## src/rtl/ballot_input_ctrl.sv

```systemverilog
// Ballot booth front end: sync + debounce of buttons/officer switches, one vote per arm.
// Latency: raw button edge to vote_pulse is DEBOUNCE_CYCLES+4 clk edges.
// Backpressure: none; vote_pulse/vote_valid is a single-cycle push to the tally stage.
module ballot_input_ctrl #(
  parameter int DEBOUNCE_CYCLES = 4,
  parameter int CNT_W           = 3
) (
  input  logic       clk,
  input  logic       rst,
  input  logic       b1,
  input  logic       b2,
  input  logic       b3,
  input  logic       b4,
  input  logic       s1,
  input  logic       s2,
  output logic [3:0] vote_pulse,
  output logic       vote_valid,
  output logic       armed,
  output logic       err_multi,
  output logic       closed
);

  localparam logic [2:0] IDLE    = 3'd0;
  localparam logic [2:0] ARMED   = 3'd1;
  localparam logic [2:0] CAST    = 3'd2;
  localparam logic [2:0] RELEASE = 3'd3;
  localparam logic [2:0] CLOSED  = 3'd4;

  localparam logic [CNT_W-1:0] CNT_LAST = CNT_W'(DEBOUNCE_CYCLES - 1);

  // bit order: b1..b4, s1, s2
  logic [5:0]            raw;
  logic [5:0]            sync1;
  logic [5:0]            sync2;
  logic [5:0]            deb;
  logic [4:0]            deb_q;
  logic [4:0]            rise_r;
  logic [5:0][CNT_W-1:0] cnt;

  logic [2:0] state;
  logic [2:0] state_d;
  logic [3:0] vote_d;
  logic [3:0] btn;
  logic [3:0] btn_rise;

  assign raw = {s2, s1, b4, b3, b2, b1};

  always_ff @(posedge clk or posedge rst) begin
    if (rst) begin
      sync1  <= '0;
      sync2  <= '0;
      deb    <= '0;
      deb_q  <= '0;
      rise_r <= '0;
      cnt    <= '0;
    end else begin
      sync1  <= raw;
      sync2  <= sync1;
      deb_q  <= deb[4:0];
      rise_r <= deb[4:0] & ~deb_q;
      for (int i = 0; i < 6; i++) begin
        if (sync2[i] != deb[i]) begin
          if (cnt[i] == CNT_LAST) begin
            deb[i] <= sync2[i];
            cnt[i] <= '0;
          end else begin
            cnt[i] <= cnt[i] + 1'b1;
          end
        end else begin
          cnt[i] <= '0;
        end
      end
    end
  end

  function automatic logic is_onehot(input logic [3:0] x);
    return (x != 4'd0) && ((x & (x - 4'd1)) == 4'd0);
  endfunction

  assign btn      = deb[3:0];
  assign btn_rise = rise_r[3:0];

  // The close switch overrides every state; a vote is only taken when the
  // rising button is the sole button held.
  always_comb begin
    state_d = state;
    vote_d  = '0;
    if (deb[5]) begin
      state_d = CLOSED;
    end else begin
      case (state)
        IDLE:    if (rise_r[4] && (btn == 4'd0)) state_d = ARMED;
        ARMED: begin
          if (is_onehot(btn_rise) && (btn == btn_rise)) begin
            state_d = CAST;
            vote_d  = btn_rise;
          end
        end
        CAST:    state_d = RELEASE;
        RELEASE: if (btn == 4'd0) state_d = IDLE;
        CLOSED:  state_d = IDLE;
        default: state_d = IDLE;
      endcase
    end
  end

  always_ff @(posedge clk or posedge rst) begin
    if (rst) begin
      state      <= IDLE;
      vote_pulse <= '0;
      vote_valid <= 1'b0;
    end else begin
      state      <= state_d;
      vote_pulse <= vote_d;
      vote_valid <= (vote_d != 4'd0);
    end
  end

  assign armed     = (state == ARMED);
  assign closed    = (state == CLOSED);
  assign err_multi = armed && (btn != 4'd0) && !is_onehot(btn);

endmodule

```

## config.mk

```make
export PLATFORM = sky130hd
export DESIGN_NAME = ballot_input_ctrl
export DESIGN_NICKNAME = d
export VERILOG_FILES = /design/src/rtl/ballot_input_ctrl.sv
export SDC_FILE = /design/constraint.sdc
export NUM_CORES = 1
export LEC_CHECK = 0
export CAP_MARGIN = 30
export CORE_UTILIZATION = 50
export CTS_BUF_LIST = sky130_fd_sc_hd__clkbuf_16
export DETAILED_ROUTE_END_ITERATION = 8
export PLACE_DENSITY_LB_ADDON = 0.08
export SLEW_MARGIN = 10
export SYNTH_ARGS = -nofsm -noshare
export SYNTH_HDL_FRONTEND = slang
export SYNTH_SLANG_ARGS = --single-unit
```

## constraint.sdc

```tcl
create_clock -name clk -period 3.8 [get_ports clk]
set_clock_uncertainty 0.2 [all_clocks]
set_input_delay 0.95 -clock clk [delete_from_list [all_inputs] [get_ports clk]]
set_output_delay 0.95 -clock clk [all_outputs]
set_load 0.005 [all_outputs]
```

==> summary.txt, run 1 <==
Layout
  – ANT cells: 0
  – Fill cell count: 294
  – Reg area: 1350 sq um
  – Area of the multi-input gates: 594 sq um
  – Post-layout util: 0.620
  – Nets: 170
  – P&R area growth vs syn: 17.3%
  – Share of layout cells above drive strength 1: 0.0637

GRT
  – Initial antenna violation count: 0
  – GRT Util Overall: 0.157
  – Total gr overflow: 0
  – Vias in the first global route: 1127
  – Largest net degree at the start of global routing: 35
  – First-pass GRT wire length: approximately 4.8 mm

Place
  – Post-DP HPWL: approximately 1.9 mm
  – Placer Congestion: 0.782
  – Port bufs: 15
  – Post-Place Worst Slack: 1110 ps

Hold path
  – Worst hold path class: reg -> reg
  – Worst Min Path Start: sync1[0]
  – Hold depth: 0
  – Worst hold endpoint: sync2[0]

Worst setup path
  – Buf+Inv Stages, Crit Path: 1
  – Reg-to-reg critical path startpoint: rise_r[0]
  – Crit. End Element: output pin
  – Top delay family on crit path: simple AND/OR/NAND/NOR gates
  – CP required: 2650 ps
  – WP data arrival: 1880 ps
  – R2R cell count: 3
  – CP peak stage delay: 550 ps
  – Crit start category: flip-flop
  – Worst-path fanout max: 4
  – Most used cell, CP: nor3b_1
  – Reg2reg end: vote_pulse[0]
  – Worst R2R Setup Slack: ~1800 ps
  – CP Cell Sequence: nor3b_1 -> nor3b_1 -> clkdlybuf4s50_1
  – Max stage delay cell, worst path: clkdlybuf4s50_1
  – WS Path Type: reg -> out

Yosys
  – Yosys reg bits: 54
  – Asr flop ratio synth: 1.00
  – Post-synthesis xor/xnor area fraction: 0.0357
  – Most common flop cell mapped by yosys: dfrtp_1
  – Syn_nets: 151
  – Distinct cell type count after synthesis: 26
  – Synthesized area: 1960 sq um
  – Most frequent cell after synthesis: dfrtp_1
  – Top post-synthesis cells by area: dfrtp_1 69%, nor2b_1 5.1%, ha_1 3.8%
  – Post-synth top area cell: dfrtp_1
  – Sequential share of the synthesized area: 0.688
  – Post-synthesis cell count: 137
  – Number of synthesized flops with an enable pin: 0
  – Post-synth top cells: 54 x dfrtp_1, 16 x nor2b_1, 10 x nor3b_1
  – Combinational family with the most area after synthesis: simple AND/OR/NAND/NOR gates
  – Mux cell area share after synthesis: 0.0344
  – Post-Synth Simple-Gate Area: 0.156
  – Synth warn: 0
  – Synth top area share: 0.688
  – Mean Syn Cell Area: roughly 14 sq um
  – Synth Area in Compound Gates: 0.0331
  – Synth Area in Adders: 0.0433

Routing
  – Detail Route Antenna Nets: 0
  – Via density: 5.08
  – Post-DR wirelength/cell: between 10 and 15 microns
  – Initial drt markers: 42
  – Via count: 1041
  – DR DRC count: 0
  – DR pass1 iterations: 3
  – WL final: 2.63 mm

CTS
  – CTS Root Buffer Type: clkbuf_16
  – CTS Buf Count: 5
  – Clock Latency Late Sink: 280 ps
  – Cts hold-fix bufs: 0
  – TritonCTS clock tree: yes
  – CTS resizes: 0
  – H-Tree Depth: 2
  – CTS sink cnt: 54
  – Clk slew on worst S/H paths: 60 ps
  – Maximum clock path buffer count: 2
  – Setup Fix Bufs, Post-CTS: 0

Floorplanning
  – Die H: 64.7 microns
  – IO Pins: 16
  – Starting Density: 0.529
  – Die width: 64.7 microns
  – Core Region: 3720 sq um
  – Rows: 22
  – DIE AREA: 4180 sq um

Timing
  – RSZ-0062 raised after global routing: no
  – FMAX: 330 MHz
  – Hold violation count in the final report: 0
  – Setup ws final: 770 ps
  – Endpoints failing setup: 0
  – Worst slew margin: 0.719
  – Setup TNS: 0 ps
  – Final min period: 3030 ps
  – Final Cycle Share: 0.797
  – Worst Max-Slew Pin Slew: 422 ps
  – Fin. max-slew vios: 0

Power
  – Total power draw: 1.61 mW
  – Cell Pwr Density: 698 nW/um^2
  – Worst VDD drop: 0.000374 V
  – Leak: 1.04 nW

Outcome
  – Status: finished clean

Job
  – Max cap viols: 0
[worst max path at each step]
| stage | start | to | cells past startpoint | slack (ps) |
|---|---|---|---|---|
| 6_report | state[1] | err_multi | 3 | 770 |
| 5_1_grt | state[1] | err_multi | 3 | 570 |
| 4_1_cts | state[1] | err_multi | 3 | 780 |
| 3_5_place_dp | deb[0] | err_multi | 4 | 1110 |
| 3_3_place_gp | state[1] | err_multi | 3 | 1130 |
| 2_1_floorplan | rst | cnt[0] | 1 | 1340 |
[through the flow]
step,instance area (sq um),hold WS [ps],cells
5_1_grt,2300,165,205
4_1_cts,2300,151,205
3_5_place_dp,2170,137,197
2_1_floorplan,1960,131,137
3_3_place_gp,2170,133,197
6_report,2300,147,205
[cell type report]
cell class / count / share of cell area
tap: 48 / 0.0261
sequential: 54 / 0.586
clock buffer: 5 / 0.0543
multi-input combinational: 78 / 0.258
inverter: 1 / 0.00163
timing repair buffer: 16 / 0.0684
clock inverter: 3 / 0.00543
[flip-flops by register name, summed over array words and instances, names as in the netlist]
name and cells:
sync2 6, cnt 18, vote_pulse 4, vote_valid 1, rise_r 5, state 3, deb 6, sync1 6
deb_q 5
[power breakdown]
part	switching (mW)	internal (mW)
Combinational	0.159	0.181
Sequential	0.129	0.724
Clock	0.177	0.238
[placed cells by master (no fill, tap or decap), types with 2 or more instances in the layout]
cell type / Yosys / routed
a21oi_1: 2 / 2
mux2_1: 6 / 6
xnor2_1: 7 / 7
clkbuf_16: 0 / 5
ha_1: 6 / 6
nor2b_1: 16 / 16
nor3_1: 7 / 7
dfrtp_1: 54 / 54
and2_1: 4 / 4
nor3b_1: 10 / 10
clkdlybuf4s50_1: 0 / 15
nor2_1: 4 / 4
nand2_1: 3 / 3
[worst reg2reg max path, stage by stage (launching register included)]
cell       delay, ps
dfrtp_1          450
or4_4            590
a2111oi_4        500
and2_1           200
[cell families (layout without fill, tap and decap cells)]
family / after synthesis / in the layout
mux: 6 / 6
compound gates: 7 / 7
flops: 54 / 54
xor+xnor: 8 / 8
buf+inv: 5 / 25
fa+ha+maj: 7 / 7
simple gates: 50 / 50
[metal layers]
metal | vias up | share of wire | track usage
met4 | 0 | 0.021 | 0.0861
met5 | - | 0 | 0
met3 | 6 | 0.030 | 0.0423
met2 | 16 | 0.52 | 0.263
met1 | 519 | 0.43 | 0.182
li1 | 500 | - | -
(Power assumes the default switching activity.)
==> run 2, diff against run 1 <==
clock period = 2.7 ns   (was 3.8 ns; I/O delays follow)
==> summary.txt, run 2 (synthesis results as in run 1) <==
Timing
  – Hold violation count in the final report: 0
  – Fin. max-slew vios: 0
  – Worst Max-Slew Pin Slew: around 450 ps
  – FMAX: roughly 380 MHz
  – Setup ws final: 85.2 ps
  – RSZ-0062 raised after global routing: no
  – Setup TNS: 0 ps
  – Worst slew margin: 0.697
  – Final Cycle Share: 0.968
  – Final min period: 2610 ps
  – Endpoints failing setup: 0

CTS
  – Cts hold-fix bufs: 0
  – CTS sink cnt: 54
  – Clock Latency Late Sink: 280 ps
  – CTS Root Buffer Type: clkbuf_16
  – Maximum clock path buffer count: 2
  – TritonCTS clock tree: yes
  – CTS Buf Count: 5
  – H-Tree Depth: 2
  – Clk slew on worst S/H paths: 60 ps

Layout
  – ANT cells: 0
  – Area of the multi-input gates: ~600 sq um
  – Fill cell count: 297
  – Max reg flops: 18
  – Reg area: roughly 1400 sq um
  – Most common cell after layout, fill and taps aside: dfrtp_1
  – Nets: 171
  – Largest register by flop count: cnt
  – P&R area growth vs syn: 19.0%
  – Most frequent cells in the layout: 51 x dfrtp_1, 16 x nor2b_1, 15 x clkdlybuf4s50_1
  – Share of layout cells above drive strength 1: 0.101

Worst setup path
  – WS Path Type: reg -> out
  – Reg-to-reg critical path startpoint: rise_r[0]
  – Crit. End Element: output pin
  – Crit start category: flip-flop
  – Worst-path fanout max: 9
  – Crit path from: deb[0]
  – WP data arrival: 1740 ps
  – CP required: roughly 1800 ps

GRT
  – Largest net degree at the start of global routing: 35
  – GRT Util Overall: 0.165
  – Initial antenna violation count: 0
  – First-pass GRT wire length: slightly below 5 mm
  – Vias in the first global route: 1104
  – Total gr overflow: 0

Floorplanning
  – IO Pins: 16
  – Die width: 64.7 microns
  – Starting Density: 0.529
  – Rows: 22
  – Core Region: between 3000 and 4000 sq um
  – Die H: 64.7 microns
  – DIE AREA: 4180 sq um

Routing
  – Via density: 5.25
  – DR DRC count: 0
  – Initial drt markers: 78
  – DR pass1 iterations: 4
  – Post-DR wirelength/cell: between 10 and 15 microns
  – Via count: 1082
  – WL final: around 2.8 mm
  – Detail Route Antenna Nets: 0

Outcome
  – Status: finished clean

Hold path
  – Worst hold path class: reg -> reg
  – Worst Min Path Start: sync1[3]

Power
  – Worst VDD drop: 0.000607 V
  – Leak: 1.05 nW
  – Cell Pwr Density: 977 nW/um^2

Place
  – Placer Congestion: 0.778
  – Post-Place Worst Slack: 284 ps
  – Port bufs: 15
  – Post-DP HPWL: 1.98 mm

Job
  – Max cap viols: 0
## run 2: final cells by class
| class | count | share of cell area |
|---|---|---|
| repair buffers | 17 | 0.0760 |
| flip-flops and latches | 54 | 0.579 |
| clock inverters | 3 | 0.00535 |
| inverters | 1 | 0.00161 |
| multi-input cells | 78 | 0.258 |
| clock buffers | 5 | 0.0535 |
| well taps | 48 | 0.0257 |
## run 2: critical path, stage by stage, from the launching register on
cell and delay (ps):
dfrtp_2 460, maj3_1 370, nor2_1 120, nor3b_2 60
clkdlybuf4s50_1 440
## run 2: what timing repair did
item,4_1_cts,5_1_grt
buffers inserted,0,0
gates resized for setup,2,3
setup endpoints to repair,1,1
cloned,0,0
## run 2: report_power, final
group | internal (mW) | total (mW) | switching (mW) | leakage, nW
Sequential | 1.02 | 1.21 | 0.187 | 0.681
Combinational | 0.261 | 0.494 | 0.233 | 0.296
Clock | 0.335 | 0.581 | 0.246 | 0.0724
Total | 1.62 | 2.29 | 0.666 | 1.05
## run 2: per-stage QoR
step | power [mW] | instances | utilization | hold WS, ps | area (sq um)
floorplan | 1.57 | 137 | - | 131 | 1960
detailed placement | 1.71 | 198 | 0.589 | 138 | 2190
global route | 2.44 | 206 | 0.629 | 154 | 2340
CTS | 2.32 | 206 | 0.626 | 152 | 2330
global placement | 1.66 | 198 | 0.589 | 134 | 2190
finish | 2.29 | 206 | 0.629 | 151 | 2340
## run 2: path summary, 6_finish.rpt
check                                end  slack, ps  depth (start not counted)
min in group asynchronous       sync1[1]        520                          2
max                            err_multi         90                          4
min reg2reg                     sync2[3]        150                          0
max reg2reg                vote_pulse[0]        720                          3
max in group asynchronous         deb[1]       1240                          3
min                             sync2[3]        150                          0
## run 2: metal layers
metal  vias up  GRT usage  wire length, microns
met5         -          0                     0
met4         0      0.103                    51
met3         6     0.0264                    63
met2        16      0.287                  1560
met1       560      0.188                  1130
li1        500          -                     -
